## src/rtl/pipe_hazard_sched_if.sv

```systemverilog
// Pipeline-side view of the hazard scheduler: D/E-stage decode flags in,
// stall/flush controls and the stall counter out.
interface pipe_hazard_sched_if #(
  parameter int CNT_W = 32
);
  logic [4:0]       D_rs;
  logic [4:0]       D_rt;
  logic             D_useRs;
  logic             D_useRt;
  logic             D_useMD;
  logic             E_isLoad;
  logic [4:0]       E_wa;
  logic             E_mdStart;
  logic             E_isDiv;
  logic             exc_req;
  logic             PC_WE;
  logic             IFID_WE;
  logic             IFID_clr;
  logic             IDEX_clr;
  logic             md_busy;
  logic [CNT_W-1:0] stall_cnt;

  modport master (
    output D_rs, D_rt, D_useRs, D_useRt, D_useMD,
    output E_isLoad, E_wa, E_mdStart, E_isDiv, exc_req,
    input  PC_WE, IFID_WE, IFID_clr, IDEX_clr, md_busy, stall_cnt
  );

  modport slave (
    input  D_rs, D_rt, D_useRs, D_useRt, D_useMD,
    input  E_isLoad, E_wa, E_mdStart, E_isDiv, exc_req,
    output PC_WE, IFID_WE, IFID_clr, IDEX_clr, md_busy, stall_cnt
  );
endinterface

```

## src/rtl/pipe_hazard_sched.sv

```systemverilog
// Stall/flush scheduler for the five-stage pipeline: load-use and HI/LO
// occupancy hazards, mult/div busy sequencer and a stall-cycle counter.
module pipe_hazard_sched #(
  parameter int MULT_LAT = 5,
  parameter int DIV_LAT  = 10,
  parameter int CNT_W    = 32
) (
  input  logic clk,
  input  logic reset,
  pipe_hazard_sched_if.slave bus
);

  localparam int MAX_LAT = (DIV_LAT > MULT_LAT) ? DIV_LAT : MULT_LAT;
  localparam int LAT_W   = $clog2(MAX_LAT + 1);

  typedef enum logic [1:0] {
    IDLE = 2'd0,
    MULT = 2'd1,
    DIV  = 2'd2
  } state_e;

  state_e            state_r;
  logic [LAT_W-1:0]  cnt_r;
  logic [CNT_W-1:0]  stall_cnt_r;

  logic md_busy_s;
  logic ld_hz_s;
  logic md_hz_s;
  logic stall_s;

  // Hazard detection; $0 never carries a real dependency.
  always_comb begin
    md_busy_s = bus.E_mdStart | (state_r != IDLE);
    ld_hz_s   = bus.E_isLoad & (bus.E_wa != 5'd0) &
                ((bus.D_useRs & (bus.D_rs == bus.E_wa)) |
                 (bus.D_useRt & (bus.D_rt == bus.E_wa)));
    md_hz_s   = bus.D_useMD & md_busy_s;
    stall_s   = ld_hz_s | md_hz_s;
  end

  // Pipeline control: redirect beats stall, stall beats normal flow.
  always_comb begin
    bus.PC_WE    = 1'b1;
    bus.IFID_WE  = 1'b1;
    bus.IFID_clr = 1'b0;
    bus.IDEX_clr = 1'b0;
    if (bus.exc_req) begin
      bus.PC_WE    = 1'b1;
      bus.IFID_WE  = 1'b1;
      bus.IFID_clr = 1'b1;
      bus.IDEX_clr = 1'b1;
    end else if (stall_s) begin
      bus.PC_WE    = 1'b0;
      bus.IFID_WE  = 1'b0;
      bus.IFID_clr = 1'b0;
      bus.IDEX_clr = 1'b1;
    end else begin
      bus.PC_WE    = 1'b1;
      bus.IFID_WE  = 1'b1;
      bus.IFID_clr = 1'b0;
      bus.IDEX_clr = 1'b0;
    end
  end

  assign bus.md_busy   = md_busy_s;
  assign bus.stall_cnt = stall_cnt_r;

  // Mult/div busy sequencer; a redirect does not cancel HI/LO work.
  always_ff @(posedge clk) begin
    if (!reset) begin
      state_r <= IDLE;
      cnt_r   <= '0;
    end else begin
      case (state_r)
        IDLE: begin
          if (bus.E_mdStart) begin
            if (bus.E_isDiv) begin
              state_r <= DIV;
              cnt_r   <= LAT_W'(DIV_LAT - 1);
            end else begin
              state_r <= MULT;
              cnt_r   <= LAT_W'(MULT_LAT - 1);
            end
          end else begin
            state_r <= IDLE;
            cnt_r   <= cnt_r;
          end
        end
        MULT, DIV: begin
          if (cnt_r == '0) begin
            state_r <= IDLE;
            cnt_r   <= cnt_r;
          end else begin
            state_r <= state_r;
            cnt_r   <= cnt_r - LAT_W'(1);
          end
        end
        default: begin
          state_r <= IDLE;
          cnt_r   <= '0;
        end
      endcase
    end
  end

  // Stall performance counter; wraps freely.
  always_ff @(posedge clk) begin
    if (!reset) begin
      stall_cnt_r <= '0;
    end else if (stall_s && !bus.exc_req) begin
      stall_cnt_r <= stall_cnt_r + CNT_W'(1);
    end else begin
      stall_cnt_r <= stall_cnt_r;
    end
  end

endmodule

```

## src/flat_wrapper.sv

```systemverilog
// flat-port wrapper written by rule: the top's interface ports become plain ports
module pipe_hazard_sched_flat 
#(
  parameter int MULT_LAT = 5,
  parameter int DIV_LAT  = 10,
  parameter int CNT_W    = 32
)
  (clk, reset, bus_D_rs, bus_D_rt, bus_D_useRs, bus_D_useRt, bus_D_useMD, bus_E_isLoad, bus_E_wa, bus_E_mdStart, bus_E_isDiv, bus_exc_req, bus_PC_WE, bus_IFID_WE, bus_IFID_clr, bus_IDEX_clr, bus_md_busy, bus_stall_cnt);
  pipe_hazard_sched_if #(.CNT_W(CNT_W)) bus_i ();
  input  logic clk;
  input  logic reset;
  input wire logic [$bits(bus_i.D_rs)-1:0] bus_D_rs;
  input wire logic [$bits(bus_i.D_rt)-1:0] bus_D_rt;
  input wire logic [$bits(bus_i.D_useRs)-1:0] bus_D_useRs;
  input wire logic [$bits(bus_i.D_useRt)-1:0] bus_D_useRt;
  input wire logic [$bits(bus_i.D_useMD)-1:0] bus_D_useMD;
  input wire logic [$bits(bus_i.E_isLoad)-1:0] bus_E_isLoad;
  input wire logic [$bits(bus_i.E_wa)-1:0] bus_E_wa;
  input wire logic [$bits(bus_i.E_mdStart)-1:0] bus_E_mdStart;
  input wire logic [$bits(bus_i.E_isDiv)-1:0] bus_E_isDiv;
  input wire logic [$bits(bus_i.exc_req)-1:0] bus_exc_req;
  output wire logic [$bits(bus_i.PC_WE)-1:0] bus_PC_WE;
  output wire logic [$bits(bus_i.IFID_WE)-1:0] bus_IFID_WE;
  output wire logic [$bits(bus_i.IFID_clr)-1:0] bus_IFID_clr;
  output wire logic [$bits(bus_i.IDEX_clr)-1:0] bus_IDEX_clr;
  output wire logic [$bits(bus_i.md_busy)-1:0] bus_md_busy;
  output wire logic [$bits(bus_i.stall_cnt)-1:0] bus_stall_cnt;
  assign bus_i.D_rs = bus_D_rs;
  assign bus_i.D_rt = bus_D_rt;
  assign bus_i.D_useRs = bus_D_useRs;
  assign bus_i.D_useRt = bus_D_useRt;
  assign bus_i.D_useMD = bus_D_useMD;
  assign bus_i.E_isLoad = bus_E_isLoad;
  assign bus_i.E_wa = bus_E_wa;
  assign bus_i.E_mdStart = bus_E_mdStart;
  assign bus_i.E_isDiv = bus_E_isDiv;
  assign bus_i.exc_req = bus_exc_req;
  assign bus_PC_WE = bus_i.PC_WE;
  assign bus_IFID_WE = bus_i.IFID_WE;
  assign bus_IFID_clr = bus_i.IFID_clr;
  assign bus_IDEX_clr = bus_i.IDEX_clr;
  assign bus_md_busy = bus_i.md_busy;
  assign bus_stall_cnt = bus_i.stall_cnt;
  pipe_hazard_sched #(.MULT_LAT(MULT_LAT), .DIV_LAT(DIV_LAT), .CNT_W(CNT_W)) u_core (.clk(clk), .reset(reset), .bus(bus_i));
endmodule
```

## config.mk

```make
export PLATFORM = sky130hd
export DESIGN_NAME = pipe_hazard_sched_flat
export DESIGN_NICKNAME = d
export VERILOG_FILES = /design/src/rtl/pipe_hazard_sched_if.sv /design/src/rtl/pipe_hazard_sched.sv /design/src/flat_wrapper.sv
export SDC_FILE = /design/constraint.sdc
export NUM_CORES = 1
export LEC_CHECK = 0
export BUFFER_PORTS_ARGS = -buffer_cell sky130_fd_sc_hd__buf_4
export CORE_ASPECT_RATIO = 1.5
export CORE_MARGIN = 4
export CORE_UTILIZATION = 25
export DETAILED_ROUTE_END_ITERATION = 8
export GPL_TIMING_DRIVEN = 0
export PLACE_DENSITY = 0.49
export SKIP_LAST_GASP = 1
export SLEW_MARGIN = 0
export SYNTH_ARGS = -nofsm -noshare
export SYNTH_HDL_FRONTEND = slang
export SYNTH_SLANG_ARGS = --single-unit
```

## constraint.sdc

```tcl
create_clock -name clk -period 5.9 [get_ports clk]
set_clock_uncertainty 0.05 [all_clocks]
set_input_delay 0 -clock clk [delete_from_list [all_inputs] [get_ports clk]]
set_output_delay 0 -clock clk [all_outputs]
set_load 0.05 [all_outputs]
```

==> results by group, run 1 <==
Outcome
  – Status: finished, final reports clean

Placed design
  – Port-buffer cells: 60
  – Routability cong.: 0.776
  – Hpwl dp: 5.12 mm
  – Placed cells: 425

Route
  – Routed wire length: 6.63 mm
  – Vias per cell: ~5.2
  – 1st-pass router iterations: 4
  – Post-route DRC: 0
  – Detailed Route Iter0 Violations: 120
  – WL/cell: 15.2 um
  – Final ANT Viol Nets: 0
  – Routed vias: 2272

Clock tree
  – Hold bufs inserted after CTS: 3
  – Clock latency on the worst-skew pair: 0.28 ns
  – Setup bufs post-CTS: 0
  – CTS root buf: clkbuf_16
  – CTS sink count: 38
  – H-tree depth: 2
  – Maximum clock path buffer count: 2
  – Num CTS Buffers: 5
  – CTS tree: yes
  – # resized after CTS: 0
  – Clock slew at reported path FFs: 0.05 ns

Final layout
  – Diodes inserted: 0
  – Most common cell after layout, fill and taps aside: buf_4
  – Commonest cells after routing, fill and taps aside: buf_4 (62), dfxtp_1 (38), a21oi_1 (28)
  – Nets: ~360
  – Finished Layout Cells: roughly 440
  – Area Overhead vs Synth: 37.0%
  – Share of cells above drive strength 1: 0.227

Pwr
  – Net Sw Frac: 0.240
  – Pint: 0.000495 W
  – Clk pwr share: 0.465
  – Logic pwr share: 0.129
  – Reg power frac: 0.406
  – Leakage: ~1.1 nW
  – P_sw: 0.000157 W
  – Power per Cell Area: 227 nW/um2
  – Worst vdd ir: ~0.00011 V

STA
  – Final hold violations: 0
  – Final setup TNS: 0 ns
  – Slew margin rel.: 0.604
  – Setup violators final: 0
  – Fin crit period: 2.41 ns
  – Slew Viols, Final: 0
  – Highest Clock Rate: 416 MHz
  – Period utilization: 0.408
  – Worst Tran Pin Value: 0.593 ns
  – RSZ-0062 raised after global routing: false

Synth
  – Asr flop ratio synth: 0
  – Mean post-synth cell area: ~8.1 um2
  – EDFF count, synth: 0
  – Post-synthesis sequential area ratio: 0.363
  – Synth warnings: 0
  – Synth unique cells: 40
  – Syn Std Cell Area: 2090 um2
  – Syn_nets: 288
  – Top_reg_cell synth: dfxtp_1
  – Post-synthesis cell count: 260
  – Flops & latches, synth: 38

GRT
  – Number of global-route vias before repair: 2228
  – GR Overflow Total: 0
  – Met1 usage: 0.155
  – GR Util All Layers: 0.139
  – First-pass GRT wire length: 10.9 mm
  – Largest net degree at the start of global routing: 12
  – GR Layer Usage met3: 0.0263
  – Met2 Use GR: 0.255
  – GR peak layer: met2
  – Initial antenna violation count: 0

Critical path
  – Cell count of the worst reg-to-reg path: 9
  – Worst Setup End Kind: output port
  – Critical Path Source Type: flip-flop
  – CP Data Arrival Time: 2.36 ns
  – CP Class: flip-flop to output port
  – Worst Path Max Fanout: 11
  – Worst Path Required: between 5 and 6 ns

Floorplanning
  – Initial Utilization: 0.258
  – Die area: about 9900 um2
  – Core area: 8110 um2
  – Die Width: 82.7 um
  – Die Y: around 120 um
  – I/O pin cnt: 61
  – Row cnt: 40

Worst hold path
  – Worst hold path depth: 4
  – Hold crit path type: input port to flip-flop

Flow run
  – Max Cap Violations: 0
synth_stat cells (2+ instances only):
cell type | n | share of area
and3_1 | 10 | 0.030
nor2_1 | 16 | 0.029
inv_1 | 7 | 0.013
nor3_1 | 2 | 0.0048
nand2_1 | 20 | 0.036
or3_1 | 15 | 0.045
nand3_1 | 7 | 0.017
xor2_1 | 9 | 0.038
o21ai_0 | 21 | 0.050
dfxtp_1 | 38 | 0.36
and4_1 | 2 | 0.0084
xnor2_1 | 3 | 0.013
or2_2 | 2 | 0.0060
o211ai_1 | 3 | 0.011
nand4bb_1 | 3 | 0.016
o31ai_1 | 9 | 0.032
or4_1 | 12 | 0.043
o41ai_1 | 5 | 0.021
a21oi_1 | 28 | 0.067
buf_4 | 2 | 0.0072
buf_2 | 3 | 0.0072
nand4_1 | 12 | 0.036
nor4_1 | 3 | 0.0090
clkbuf_1 | 6 | 0.011
nand2b_1 | 4 | 0.012
ha_1 | 4 | 0.024
final cells by class:
type                            instances  area, um2
Fill cell                             886       5240
Buffer                                 12       63.8
Clock inverter                          1       30.0
Tap cell                              105        131
Clock buffer                            7        133
Multi-Input combinational cell        202       1240
Sequential cell                        38        761
Timing Repair Buffer                   63        480
Inverter                                8       30.0
final timing paths:
| check | startpoint | end | slack [ns] |
|---|---|---|---|
| hold / removal | bus_exc_req | u_core.bus.stall_cnt[31] | 0.07 |
| setup reg to reg | u_core.state_r[0] | u_core.bus.stall_cnt[3] | 3.64 |
| setup / recovery | u_core.state_r[0] | bus_PC_WE | 3.49 |
| hold reg to reg | u_core.bus.stall_cnt[31] | u_core.bus.stall_cnt[31] | 0.44 |
worst max-delay path, stage by stage (launching register included):
cell and delay [ns]:
dfxtp_1 0.33, inv_1 0.06, ha_1 0.23, nand2b_1 0.15
nand2_1 0.09, or2_2 0.27, o31a_1 0.17, buf_2 0.22
buf_2 0.22, buf_4 0.15, buf_4 0.18
flip-flops by register name, indices dropped and copies added (netlist names):
register and count:
u_core.state_r 2, u_core.bus.stall_cnt 32, u_core.cnt_r 4
stage by stage:
stage | hold WS, ns | power [W] | instance area, um2 | setup slack (ns) | utilization
CTS | 0.0720 | 0.000661 | 2870 | 3.45 | 0.354
detailed placement | 0.220 | 0.000354 | 2680 | 3.65 | 0.330
global route | 0.0809 | 0.000680 | 2870 | 3.30 | 0.354
finish | 0.0695 | 0.000652 | 2870 | 3.49 | 0.354
floorplan | 0.0895 | 0.000321 | 2090 | 3.48 | -
global placement | 0.219 | 0.000354 | 2680 | 3.66 | 0.330
power by group through the flow:
stage	clock [W]	combinational (W)	sequential [W]
2_1_floorplan	0	0.0000490	0.000272
3_3_place_gp	0	0.0000831	0.000271
3_5_place_dp	0	0.0000834	0.000271
4_1_cts	0.000310	0.0000853	0.000265
5_1_grt	0.000321	0.0000930	0.000266
6_report	0.000303	0.0000838	0.000265
per-layer routing:
layer,share of wire,vias up
li1,-,1122
met1,0.39,1069
met2,0.53,72
met3,0.056,9
met4,0.018,0
met5,0,-
cells by family (layout without fill, tap and decap cells):
kind of cell | after synthesis | count (layout) | synth area share
xor+xnor | 12 | 12 | 0.0502
buf+inv | 20 | 91 | 0.0448
fa+ha+maj | 4 | 4 | 0.0239
compound gates | 73 | 73 | 0.208
flops | 38 | 38 | 0.363
mux | 1 | 1 | 0.00478
simple gates | 112 | 112 | 0.305
(Power assumes the default switching activity.)
==> inputs of run 2 (changes only) <==
ABC_AREA = 1   (was not set)
PLACE_DENSITY = 0.5   (was 0.49)
clock period = 2.1 ns   (was 5.9 ns; I/O delays follow)
==> results by group, run 2 <==
Synth
  – Synth warnings: 0 (unchanged)
  – Top_reg_cell synth: dfxtp_1
  – Asr flop ratio synth: 0 (unchanged)
  – Synth top cells by count: nand2_1 (113), nor2_1 (77), nand3_1 (44)
  – Area leader, netlist: dfxtp_1
  – Compound-Gate Fraction of Synth Area: 0.103 (-0.105)
  – Top cell type's share of synthesized area: 0.304 (-0.0597)
  – Post-Synth XOR/XNOR Area: 0.00349 (-0.0467)
  – Main combinational cell family by area after synthesis: simple AND/OR/NAND/NOR gates
  – Post-synthesis sequential area ratio: 0.304 (-0.0597)
  – Post-synthesis cell count: 409 (+57%)
  – Flops & latches, synth: 38 (unchanged)
  – Mean post-synth cell area: 6.13 um2 (-24%)
  – EDFF count, synth: 0 (unchanged)
  – Most common cell in the netlist: nand2_1
  – Syn Std Cell Area: 2510 um2 (+20%)
  – Post-synthesis adder-cell area fraction: 0.0200 (-0.00392)
  – Syn_nets: 437 (+52%)
  – Multiplexer share of the synthesized area: 0 (-0.00478)
  – Synth unique cells: 29 (-28%)
  – Synth Area in Simple Gates: 0.455 (+0.151)
  – Ranking of synthesized cells by area: dfxtp_1 (30%), nand2_1 (17%), nor2_1 (12%), nand3_1 (8.8%), inv_1 (6.1%)

STA
  – Final setup TNS: 0 ns (unchanged)
  – RSZ-0062 raised after global routing: false
  – Worst Tran Pin Value: 0.559 ns (-0.0349 ns)
  – Hold Slack: 0.206 ns (+0.137 ns)
  – Fin crit period: 1.96 ns
  – Slew margin rel.: 0.624 (+0.0193)
  – Slew Viols, Final: 0 (unchanged)
  – Highest Clock Rate: 510 MHz
  – Period utilization: 0.933
  – Setup violators final: 0 (unchanged)
  – Final hold violations: 0 (unchanged)

Pwr
  – Leakage: 1.47 nW (+37%)
  – Clk pwr share: 0.420 (-0.045)
  – Net Sw Frac: 0.276 (+0.0359)
  – Pint: 0.00134 W (+170%)
  – Worst vdd ir: 0.000311 V (+180%)
  – P_sw: 0.000511 W (+230%)
  – Logic pwr share: 0.177 (+0.048)
  – Total Power: 0.00185 W (+180%)
  – Reg power frac: 0.403 (-0.003)
  – Power per Cell Area: 561 nW/um2 (+150%)

Outcome
  – Status: finished, final reports clean

Final layout
  – Area Overhead vs Synth: 31.7%
  – Multi-input gate area: 1470 um2 (+19%)
  – Seq. cell area: 761 um2 (unchanged)
  – Max reg flops: 32 (unchanged)
  – Cell area after layout: 3300 um2 (+15%)
  – Final Util: 0.339 (-0.0153)
  – Commonest cells after routing, fill and taps aside: nand2_1 (111), nor2_1 (77), buf_4 (59)
  – Diodes inserted: 0 (unchanged)
  – Nets: 506 (+41%)
  – Layout fillers: 1097 (+24%)
  – Share of cells above drive strength 1: 0.211 (-0.0157)
  – Most common cell after layout, fill and taps aside: nand2_1

GRT
  – GR Util All Layers: 0.127 (-0.0122)
  – Initial antenna violation count: 0 (unchanged)
  – First-pass GRT wire length: 12.1 mm (+11%)
  – GR Overflow Total: 0 (unchanged)
  – Number of global-route vias before repair: 2625 (+18%)
  – Largest net degree at the start of global routing: 12 (unchanged)

Flow run
  – Max Cap Violations: 0 (unchanged)

Placed design
  – Hpwl dp: 5.79 mm (+13%)
  – Port-buffer cells: 58 (-3.3%)
  – Placed instance area: 3090 um2 (+15%)
  – Routability cong.: 0.826 (+6.5%)

Critical path
  – R2r setup slk: 0.23 ns (-3.41 ns)
  – Cell count of the worst reg-to-reg path: 8 (-1)
  – Slowest cell on the critical path: dfxtp_1
  – Crit path launch: u_core.state_r[1]
  – Reg2reg end: u_core.bus.stall_cnt[30]
  – Worst Path Max Fanout: 10 (-1)
  – CP Data Arrival Time: 1.91 ns (-0.45 ns)
  – Reg-to-reg startpoint: u_core.bus.stall_cnt[0]
  – CP Class: flip-flop to output port
  – Worst Setup End Kind: output port
  – Critical Path Source Type: flip-flop
  – Crit path cell chain: inv_1, ha_2, inv_1, or2_4, nand2_2, nand2_2, buf_8, buf_6, nand2_4, buf_4, buf_8
  – Delay of the slowest critical-path stage: 0.33 ns (about the same)
  – Worst Path Required: 2.05 ns (-3.80 ns)

Clock tree
  – Clock latency on the worst-skew pair: 0.28 ns (about the same)
  – CTS sink count: 38 (unchanged)
  – CTS tree: yes
  – Num CTS Buffers: 5 (unchanged)
  – Maximum clock path buffer count: 2 (unchanged)
  – Clock slew at reported path FFs: 0.06 ns (about the same)
  – CTS root buf: clkbuf_16
  – H-tree depth: 2 (unchanged)

Floorplanning
  – Initial Utilization: 0.257 (-0.00114)
  – Die Y: 131 um (+8.8%)
  – Die Width: 89.8 um (+8.5%)
  – Core area: 9740 um2 (+20%)
  – I/O pin cnt: 61 (unchanged)
  – Row cnt: 44 (+10%)
  – Die area: 11700 um2 (+18%)

Route
  – Vias per cell: 4.62 (-11%)
  – Routed vias: 2747 (+21%)
  – WL/cell: 12.3 um (-19%)
  – Routed wire length: 7.33 mm (+11%)
  – Post-route DRC: 0 (unchanged)
  – 1st-pass router iterations: 4 (unchanged)
  – Final ANT Viol Nets: 0 (unchanged)
  – Detailed Route Iter0 Violations: 100 (-17%)

Worst hold path
  – Hold crit path type: input port to output port
  – Hold Path Origin: bus_exc_req
  – Worst Hold Endpoint: bus_IFID_clr
  – Worst hold path depth: 2 (-2)
## run 2: cell types whose count changed after synthesis, sizes merged, moves of 11 or more
cell   before  now
inv         8   44
nand2      20  114
nand3       7   44
nor2       16   78
nor3        2   13
o21ai      21    5
or3        15    0
or4        12    0
## run 2: worst max path at each step
stage | end | slack [ns] | depth (start not counted)
2_1_floorplan | bus_PC_WE | 0.1 | 10
3_3_place_gp | u_core.bus.stall_cnt[30] | 0.22 | 8
3_5_place_dp | u_core.bus.stall_cnt[30] | 0.20 | 8
4_1_cts | bus_PC_WE | 0.03 | 11
5_1_grt | bus_PC_WE | 0.02 | 11
6_report | bus_PC_WE | 0.14 | 11
## run 2: area by class of cell
type / count / share of cell area
plain buffers: 15 / 0.0379
clock buffers: 7 / 0.0432
clock inverters: 1 / 0.00152
well taps: 115 / 0.0436
inverters: 44 / 0.0501
flip-flops and latches: 38 / 0.231
repair buffers: 62 / 0.146
multi-input cells: 312 / 0.447
## run 2: critical path: cells and delay by family (launching register included)
| kind | cells | cell delay, ns |
|---|---|---|
| and+or+nand+nor | 4 | 0.46 |
| adders and majority gates | 1 | 0.18 |
| buffers and inverters | 6 | 0.66 |
| DFF | 1 | 0.33 |
## run 2: cells by family after synthesis
| group | count (synthesis) |
|---|---|
| and+or+nand+nor | 263 |
| DFF | 38 |
| adders and majority gates | 4 |
| AOI/OAI and AO/OA | 44 |
| buffers and inverters | 59 |
| xor gates and xnor gates | 1 |
## run 2: what timing repair did
| item | in CTS | in global routing |
|---|---|---|
| endpoints found under the setup margin | 1 | 1 |
| endpoints found under the hold margin | 4 | 0 |
| resized for setup | 1 | 6 |
| hold buffers | 4 | 0 |
| cloned | 0 | 0 |
| buffers inserted | 0 | 0 |
## run 2: power groups by stage
| stage | clock (W) | combinational (W) | sequential (W) |
|---|---|---|---|
| final | 0.000777 | 0.000327 | 0.000747 |
| after global routing | 0.000828 | 0.000364 | 0.000749 |
| after CTS | 0.000790 | 0.000324 | 0.000747 |
| after detailed placement | 0 | 0.000316 | 0.000763 |
| after global placement | 0 | 0.000312 | 0.000763 |
| after floorplan | 0 | 0.000208 | 0.000770 |
## run 2: through the flow
stage / instances / worst slack (ns)
6_report: 594 / 0.141
5_1_grt: 594 / 0.0221
4_1_cts: 594 / 0.0278
3_5_place_dp: 582 / 0.202
3_3_place_gp: 582 / 0.222
2_1_floorplan: 409 / 0.0992
## run 2: per-layer routing
metal / part of all wire / global-route usage / vias up
li1: - / - / 1454
met1: 0.42 / 0.143 / 1244
met2: 0.53 / 0.243 / 44
met3: 0.037 / 0.0258 / 5
met4: 0.011 / 0.0352 / 0
met5: 0 / 0 / -
==> inputs of run 3 (changes only) <==
BUFFER_PORTS_ARGS = not set   (was -buffer_cell sky130_fd_sc_hd__buf_4)
DONT_BUFFER_PORTS = 1   (was not set)
PLACE_DENSITY = 0.45   (was 0.5)
TNS_END_PERCENT = 1   (was not set)
clock period = 1.7 ns   (was 2.1 ns; I/O delays follow)
==> results by group, run 3 (synthesized netlist as in run 2, its figures left out) <==
Pwr
  – P_sw: 0.000618 W (+21%)
  – Power per Cell Area: 693 nW/um2 (+24%)
  – Reg power frac: 0.422 (+0.019)
  – Worst vdd ir: 0.000363 V (+17%)
  – Pint: 0.00156 W (+16%)
  – Logic pwr share: 0.165 (-0.012)
  – Net Sw Frac: 0.284 (+0.00767)
  – Clk pwr share: 0.413 (-0.007)
  – Leakage: 1.32 nW (-11%)

STA
  – Highest Clock Rate: 539 MHz
  – Slew margin rel.: 0.545 (-0.0788)
  – RSZ-0062 raised after global routing: true
  – Slew Viols, Final: 0 (unchanged)
  – Worst Tran Pin Value: 0.682 ns (+0.123 ns)
  – Setup ws final: -0.154 ns (-0.294 ns)
  – Setup violators final: 32 (+32)
  – Final hold violations: 0 (unchanged)
  – Hold Slack: 0.118 ns (-0.0877 ns)
  – Fin crit period: 1.85 ns
  – Period utilization: 1.09

Critical path
  – Crit path cell chain: inv_2, ha_4, inv_2, or2_4, nand2_4, nand2_4, buf_8, buf_12, nand2_8, buf_8
  – Reg2reg end: u_core.bus.stall_cnt[16]
  – Slowest cell on the critical path: dfxtp_2
  – Worst Path Max Fanout: 3 (-7)
  – R2r setup slk: -0.11 ns (-0.34 ns)
  – Delay of the slowest critical-path stage: 0.32 ns (about the same)
  – CP Class: flip-flop to output port
  – CP Data Arrival Time: 1.80 ns (-0.11 ns)
  – Worst Path Required: 1.65 ns (-0.40 ns)
  – Worst Setup End Kind: output port
  – Cell count of the worst reg-to-reg path: 8 (unchanged)
  – Critical Path Source Type: flip-flop
  – Reg-to-reg startpoint: u_core.bus.stall_cnt[0]

Floorplanning
  – Initial Utilization: 0.257 (unchanged)
  – Die Width: 89.8 um (unchanged)
  – Die area: 11700 um2 (unchanged)
  – Die Y: 131 um (unchanged)
  – Row cnt: 44 (unchanged)
  – I/O pin cnt: 61 (unchanged)
  – Core area: 9740 um2 (unchanged)

Route
  – Vias per cell: 4.74 (+2.5%)
  – Routed vias: 2565 (-6.6%)
  – Final ANT Viol Nets: 0 (unchanged)
  – Detailed Route Iter0 Violations: 106 (+6.0%)
  – 1st-pass router iterations: 4 (unchanged)
  – Routed wire length: 7.50 mm (+2.4%)
  – WL/cell: 13.9 um (+12%)
  – Post-route DRC: 0 (unchanged)

Final layout
  – Diodes inserted: 0 (unchanged)
  – Most common cell after layout, fill and taps aside: nand2_1
  – Commonest cells after routing, fill and taps aside: nand2_1 (110), nor2_1 (70), nand3_1 (41)
  – Finished Layout Cells: 541 (-8.9%)
  – Nets: 454 (-10%)
  – Share of cells above drive strength 1: 0.235 (+0.0239)
  – Layout fillers: 1064 (-3.0%)
  – Area Overhead vs Synth: 25.2%
  – Max reg flops: 32 (unchanged)
  – Final Util: 0.322 (-0.0166)

Clock tree
  – Clock slew at reported path FFs: 0.06 ns (about the same)
  – CTS root buf: clkbuf_16
  – Maximum clock path buffer count: 2 (unchanged)
  – H-tree depth: 2 (unchanged)
  – CTS tree: yes
  – CTS sink count: 38 (unchanged)
  – Clock latency on the worst-skew pair: 0.28 ns (about the same)
  – Num CTS Buffers: 5 (unchanged)

Worst hold path
  – Worst Hold Endpoint: bus_IFID_clr
  – Hold crit path type: input port to output port
  – Worst hold path depth: 1 (-1)
  – Hold Path Origin: bus_exc_req

Placed design
  – Port-buffer cells: 0 (-100%)
  – Routability cong.: 0.755 (-8.5%)
  – Hpwl dp: 5.72 mm (-1.2%)
  – Placed cells: 524 (-10%)

Flow run
  – Max Cap Violations: 0 (unchanged)

Outcome
  – Failing checks: negative setup slack
  – Status: finished, violations left

GRT
  – Number of global-route vias before repair: 2460 (-6.3%)
  – GR Util All Layers: 0.128 (+0.000944)
  – Largest net degree at the start of global routing: 12 (unchanged)
  – Initial antenna violation count: 0 (unchanged)
  – GR Overflow Total: 0 (unchanged)
  – First-pass GRT wire length: 12.1 mm (about the same)
==> run 3: cell types whose count changed in the layout (fill, tap and decap cells not counted), moves of 5 or more <==
cell     before  now
dfxtp_2       0   15
nor3_4        0    5
nor2_1       77   70
nor3_1        8    3
nor2_2        1    6
buf_4        59    6
dfxtp_1      38    8
dfxtp_4       0   15
==> run 3: stage by stage <==
step,TNS (ns),cell area (um2),worst slack [ns],total power [W]
CTS,-4.93,2980,-0.197,0.00222
finish,-2.08,3140,-0.154,0.00218
detailed placement,-7.62,2670,-0.461,0.00128
floorplan,-0.543,2530,-0.0835,0.00121
global route,-5.69,3140,-0.214,0.00230
global placement,-7.25,2670,-0.447,0.00128
==> run 3: worst max path at each step <==
stage / slack [ns] / start / to
2_1_floorplan: -0.08 / u_core.bus.stall_cnt[10] / u_core.bus.stall_cnt[29]
3_3_place_gp: -0.45 / u_core.bus.stall_cnt[9] / u_core.bus.stall_cnt[30]
3_5_place_dp: -0.46 / u_core.bus.stall_cnt[9] / u_core.bus.stall_cnt[30]
4_1_cts: -0.20 / u_core.state_r[1] / bus_PC_WE
5_1_grt: -0.21 / u_core.state_r[0] / bus_PC_WE
6_report: -0.15 / u_core.state_r[0] / bus_PC_WE
==> run 3: cell type report <==
class                   count  area, um2  area share
flip-flops and latches     38        836       0.266
repair buffers              9       78.8      0.0251
clock inverters             2       10.0     0.00319
well taps                 115        144      0.0459
inverters                  44        165      0.0526
multi-input cells         313       1640       0.522
clock buffers               5        125      0.0399
plain buffers              15        141      0.0451
==> run 3: metal layers <==
| metal | share of wire | GRT usage |
|---|---|---|
| met5 | 0 | 0 |
| met3 | 0.057 | 0.0367 |
| met2 | 0.54 | 0.246 |
| met4 | 0.010 | 0.0397 |
| met1 | 0.39 | 0.135 |
==> run 3: repair_timing <==
item / CTS / global route
gates cloned: 0 / 1
setup endpoints to repair: 39 / 39
hold buffers: 3 / 0
buffers inserted: 4 / 2
resized for setup: 40 / 37
hold endpoints to repair: 7 / 0
pin swaps: 4 / 6
==> run 3: power groups by stage <==
stage	Combinational, W	Clock (W)	Sequential [W]
4_1_cts	0.000358	0.000934	0.000930
2_1_floorplan	0.000259	0	0.000952
5_1_grt	0.000407	0.000969	0.000922
3_5_place_dp	0.000318	0	0.000958
6_report	0.000360	0.000898	0.000918
3_3_place_gp	0.000317	0	0.000958
==> run 3: worst max-delay path, delay by kind of cell (launching register included) <==
| family | cells | cell delay (ns) |
|---|---|---|
| AND/OR/NAND/NOR | 4 | 0.56 |
| flip-flops | 1 | 0.32 |
| adder cells (fa/ha/maj) | 1 | 0.14 |
| buffers and inverters | 5 | 0.50 |
